--- src/rtl/ex_operand_stage.sv ---
// ex_operand_stage: execute-stage operand forwarding/select with a one-deep valid/ready output register.
// Optional hazard stall counter enabled by defining EX_OPERAND_STALL_CNT_EN.
module ex_operand_stage #(
  parameter int XLEN    = 32,
  parameter int ADDR_W  = 5,
  parameter int NUM_FWD = 3
) (
  input  logic                      clk,
  input  logic                      rst,
  input  logic                      flush,
  input  logic                      in_valid,
  output logic                      in_ready,
  input  logic [ADDR_W-1:0]         rs1_addr,
  input  logic [ADDR_W-1:0]         rs2_addr,
  input  logic [XLEN-1:0]           rs1_data,
  input  logic [XLEN-1:0]           rs2_data,
  input  logic [XLEN-1:0]           pc,
  input  logic [XLEN-1:0]           imm,
  input  logic                      aluinputpc,
  input  logic                      alusrc,
  input  logic [NUM_FWD-1:0]        fwd_valid,
  input  logic [NUM_FWD-1:0]        fwd_pending,
  input  logic [NUM_FWD*ADDR_W-1:0] fwd_addr,
  input  logic [NUM_FWD*XLEN-1:0]   fwd_data,
  output logic                      hazard_stall,
  output logic                      out_valid,
  input  logic                      out_ready,
  output logic [XLEN-1:0]           alu_op1,
  output logic [XLEN-1:0]           alu_op2,
  output logic [XLEN-1:0]           store_data,
  output logic [31:0]               stall_cycles
);
  logic [XLEN:0] rs1_res, rs2_res;
  logic accept, out_valid_d, out_valid_q;
  logic [XLEN-1:0] alu_op1_d, alu_op1_q, alu_op2_d, alu_op2_q, store_data_d, store_data_q;
  // Returns {pending, value}; scanning oldest to youngest lets the youngest match win.
  function automatic logic [XLEN:0] resolve(input logic [ADDR_W-1:0] a, input logic [XLEN-1:0] rf);
    logic [XLEN:0] r;
    r = {1'b0, rf};
    for (int i = NUM_FWD - 1; i >= 0; i--)
      if (fwd_valid[i] && fwd_addr[i*ADDR_W +: ADDR_W] == a)
        r = {fwd_pending[i], fwd_data[i*XLEN +: XLEN]};
    return (a == '0) ? '0 : r;
  endfunction
  always_comb begin
    rs1_res      = resolve(rs1_addr, rs1_data);
    rs2_res      = resolve(rs2_addr, rs2_data);
    hazard_stall = in_valid & (rs1_res[XLEN] | rs2_res[XLEN]);
    in_ready     = ~out_valid_q | out_ready;
    accept       = in_valid & in_ready & ~hazard_stall & ~flush;
    out_valid_d  = flush ? 1'b0 : accept ? 1'b1 : (out_valid_q & out_ready) ? 1'b0 : out_valid_q;
    alu_op1_d    = accept ? (aluinputpc ? pc : rs1_res[XLEN-1:0]) : alu_op1_q;
    alu_op2_d    = accept ? (alusrc ? imm : rs2_res[XLEN-1:0]) : alu_op2_q;
    store_data_d = accept ? rs2_res[XLEN-1:0] : store_data_q;
  end
  always_ff @(posedge clk) begin
    if (!rst) begin
      out_valid_q  <= 1'b0;
      alu_op1_q    <= '0;
      alu_op2_q    <= '0;
      store_data_q <= '0;
    end else begin
      out_valid_q  <= out_valid_d;
      alu_op1_q    <= alu_op1_d;
      alu_op2_q    <= alu_op2_d;
      store_data_q <= store_data_d;
    end
  end
  assign out_valid  = out_valid_q;
  assign alu_op1    = alu_op1_q;
  assign alu_op2    = alu_op2_q;
  assign store_data = store_data_q;
`ifdef EX_OPERAND_STALL_CNT_EN
  logic [31:0] stall_cycles_d, stall_cycles_q;
  always_comb stall_cycles_d = (hazard_stall && ~&stall_cycles_q) ? stall_cycles_q + 32'd1 : stall_cycles_q;
  always_ff @(posedge clk) begin
    if (!rst) stall_cycles_q <= '0;
    else stall_cycles_q <= stall_cycles_d;
  end
  assign stall_cycles = stall_cycles_q;
`else
  assign stall_cycles = '0;
`endif
endmodule

--- config.mk ---
export PLATFORM = sky130hd
export DESIGN_NAME = ex_operand_stage
export DESIGN_NICKNAME = d
export VERILOG_FILES = /design/src/rtl/ex_operand_stage.sv
export SDC_FILE = /design/constraint.sdc
export NUM_CORES = 1
export LEC_CHECK = 0
export ABC_AREA = 1
export BUFFER_PORTS_ARGS = -buffer_cell sky130_fd_sc_hd__buf_2
export CORE_MARGIN = 10
export CORE_UTILIZATION = 35
export CTS_CLUSTER_SIZE = 10
export DETAILED_ROUTE_END_ITERATION = 12
export GPL_ROUTABILITY_DRIVEN = 0
export GPL_TIMING_DRIVEN = 0
export PLACE_DENSITY = 0.62
export SLEW_MARGIN = 20
export SYNTH_ARGS = -nofsm -noshare
export SYNTH_HDL_FRONTEND = slang
export SYNTH_SLANG_ARGS = --single-unit
export TNS_END_PERCENT = 1
--- constraint.sdc ---
create_clock -name clk -period 2.13 [get_ports clk]
set_input_delay 0.3195 -clock clk [delete_from_list [all_inputs] [get_ports clk]]
set_output_delay 0.3195 -clock clk [all_outputs]
set_load 0.005 [all_outputs]
==> impl_metrics.tcl <==
set metrics [dict create \
    status "complete, no violations" \
    p_leak_uw 0.00719 \
    cts.sinks 97 \
    path_clk_slew_ps 80 \
    vias 11300 \
    finalSetupViolCount 0 \
    peakVddDrop_mv 0.293 \
    row_count 56 \
    drv_cap 0 \
    hold_class "in -> reg" \
    grt_util_all_layers 0.265 \
    grt_pass1_vias 11000 \
    clock-root-buffer "clkbuf_16" \
    path_class "in -> out" \
    start_util 0.358 \
    powerDensity_nw_per_um2 503 \
    ys_seq_area_frac 0.229 \
    grt_max_degree 17 \
    critPathLaunchType "input port" \
    cts_tree "yes" \
    clkPwrFrac 0.317 \
    finalCritPeriodShare 0.948 \
    multiInputGateArea_sq_um 4990 \
    place.port_buffers 357 \
    synth_cell_types 24 \
    p_sw_uw 2040 \
    final_antenna_net_count 0 \
    drt_iter0_markers 1005 \
    end_kind "output pin" \
    avgSynthCellArea_sq_um 5.01 \
    hpwl_microns 34900 \
    synthMuxAreaShare 0 \
    period_minus_slack_ps 2020 \
    routed_wl_microns 42700 \
    area_growth_pct 33.3 \
    grt_pass1_wl_microns 63500 \
    p_int_uw 3640 \
    viasPerCell 4.66 \
    synth_compound_area_frac 0.0656 \
    combPwrFrac 0.324 \
    maxSlewViolCount 0 \
    cts-buffers-inserted 9 \
    rsz0062_at_grt "true" \
    path_cells "buf_2 > inv_2 > nand2_1 > nand2_1 > nor2_2 > nand3_4 > clkinv_4 > nand3_1 > nand2_2 > nand2_4 > buf_8 > a21oi_1 > buf_2" \
    worst_ep_arrival_time_ps 1700 \
    firstDrtPassIters 6 \
    postSynthCellCount 1688 \
    die-area_sq_um 30800 \
    drc 0 \
    cp_max_fo 10 \
    fin_util 0.478 \
    cpMaxStageDelayCell "buf_8" \
    synth_top_family_by_area "simple AND/OR/NAND/NOR gates" \
    seqPwrFrac 0.359 \
    critical_path.max_stage_delay_ps 160 \
    yosys_warnings 0 \
    swShare 0.360 \
    clock_latency_ps 360 \
    syn_area_sq_um 8460 \
    n_antenna_cell 0 \
    die_height_microns 176 \
    ys_ff_latch 97 \
    synth_xor_area_frac 0.00414 \
    ctsLongestPathBuffers 2 \
    finalHoldViolCount 0 \
    synth-simple-area-share 0.495 \
    layout.nets 2359 \
    required_ps 1810 \
    finClkSkew_ps 10.6 \
    antenna_found_initial 1 \
    seq_area_sq_um 1940 \
    power_uw 5680 \
    relSlewSlack 0.363 \
    fmax_mhz 495 \
    die-width_microns 176 \
    fillers 2763 \
    fin_setup_tns_ps 0 \
    post_drt_wl_per_cell_microns 17.6 \
    worstMarginPinSlew_ps 956 \
    layout-drive-gt1-share 0.229 \
    h-tree-depth 3 \
    core_area_sq_um 23600 \
    grt.overflow.total 0 \
    hold_buffers 0 \
    boundaryPins 393 \
    synthAdderAreaFrac 0 \
]
-- area by class of cell --
cell class | instances | share of cell area
Tap cell | 319 | 0.0354
Timing Repair Buffer | 367 | 0.166
Multi-Input combinational cell | 1206 | 0.442
Clock buffer | 10 | 0.0212
Buffer | 127 | 0.0614
Sequential cell | 97 | 0.172
Inverter | 289 | 0.0966
Clock inverter | 5 | 0.00565
-- kinds of logic (layout without fill, tap and decap cells) --
| group | count (synthesis) | in the layout |
|---|---|---|
| and+or+nand+nor | 1059 | 1059 |
| buffers and inverters | 416 | 798 |
| AOI/OAI and AO/OA | 111 | 111 |
| DFF | 97 | 97 |
| xor gates and xnor gates | 4 | 4 |
| other | 1 | 32 |
-- worst paths after layout --
check	cells after the start	slack, ps	end	from
worst min register to register	4	510	alu_op1[31]$_SDFFE_PN0P_	alu_op1[31]$_SDFFE_PN0P_
worst max register to register	8	190	alu_op1[0]$_SDFFE_PN0P_	out_valid$_SDFFE_PP0P_
worst min-delay path	2	170	out_valid$_SDFFE_PP0P_	flush
worst max-delay path	13	110	hazard_stall	rs2_addr[1]
-- power by group through the flow --
stage	Combinational, uW	Clock [uW]	Sequential, uW
6_report	1840	1800	2040
5_1_grt	2070	1900	2060
4_1_cts	1810	1820	2040
3_5_place_dp	1780	0	2080
3_3_place_gp	1770	0	2070
2_1_floorplan	972	0	2090
-- state kept, by name (all words and copies together), names as in the netlist --
signal,cells
out_valid,1
alu_op2,32
store_data,32
alu_op1,32
-- cell usage after synthesis --
cell type | n | area [sq um]
or2_2 | 1 | 6.26
nand2_1 | 602 | 2260
nand3_1 | 72 | 360
a21oi_1 | 103 | 515
dfxtp_1 | 97 | 1940
inv_1 | 282 | 1060
nand4_1 | 34 | 213
nor2_1 | 341 | 1280
buf_4 | 41 | 308
buf_6 | 1 | 11.3
nor2_2 | 1 | 6.26
nand3_2 | 2 | 20.0
conb_1 | 1 | 3.75
nor3_2 | 1 | 10.0
clkbuf_1 | 45 | 169
o21ai_1 | 3 | 15.0
inv_2 | 7 | 26.3
xnor2_1 | 4 | 35.0
buf_1 | 25 | 93.8
nand3b_1 | 1 | 7.51
nor3_1 | 2 | 10.0
buf_2 | 15 | 75.1
nand2_2 | 2 | 12.5
o21ai_0 | 5 | 25.0
-- through the flow --
stage	instances	instance area (sq um)	setup slack (ps)	hold WS, ps
global placement	2395	10800	-772	495
finish	2420	11300	111	167
CTS	2413	11200	-43.5	158
global route	2420	11300	-69.7	166
floorplan	1719	8580	383	391
detailed placement	2395	10800	-693	497
-- timing repair --
action                                  4_1_cts  5_1_grt
pin swaps                                     5        8
gates cloned                                  0        0
endpoints found under the setup margin       79       95
resized for setup                            19       31
buffers inserted                              3        7
-- worst max-delay path: cells and delay by family --
kind                   cells  cell delay (ps)
and+or+nand+nor            7              640
AOI/OAI and AO/OA          1              130
buffers and inverters      5              600
-- metal layers --
metal	vias to the layer above	wire [microns]	part of all wire	track usage
li1	5720	-	-	-
met1	4908	17300	0.41	0.325
met2	577	19200	0.45	0.433
met3	77	4800	0.11	0.0778
met4	2	1380	0.032	0.0929
met5	-	20	0.00047	0
-- cell usage in the layout (no fill, tap or decap) --
cell	n
o21ai_1	3
clkbuf_1	41
buf_8	2
buf_6	1
buf_4	52
nand2_4	2
nor2_2	8
clkbuf_4	3
inv_8	1
buf_2	369
bufinv_16	1
clkinv_2	1
nand3_1	70
dfxtp_1	97
nand3b_1	1
nor3_1	1
inv_6	1
a21oi_2	2
nand4_1	34
nor2_1	333
a21oi_1	101
nor3_4	2
nor2_4	1
inv_1	281
clkbuf_8	1
clkbuf_2	10
or2_2	1
nand2_2	2
nand3_2	2
conb_1	32
xnor2_1	4
nand3_4	2
clkinv_4	2
o21ai_0	5
buf_1	16
inv_2	7
clkbuf_16	9
nand2_1	600
(Power assumes the default switching activity.)
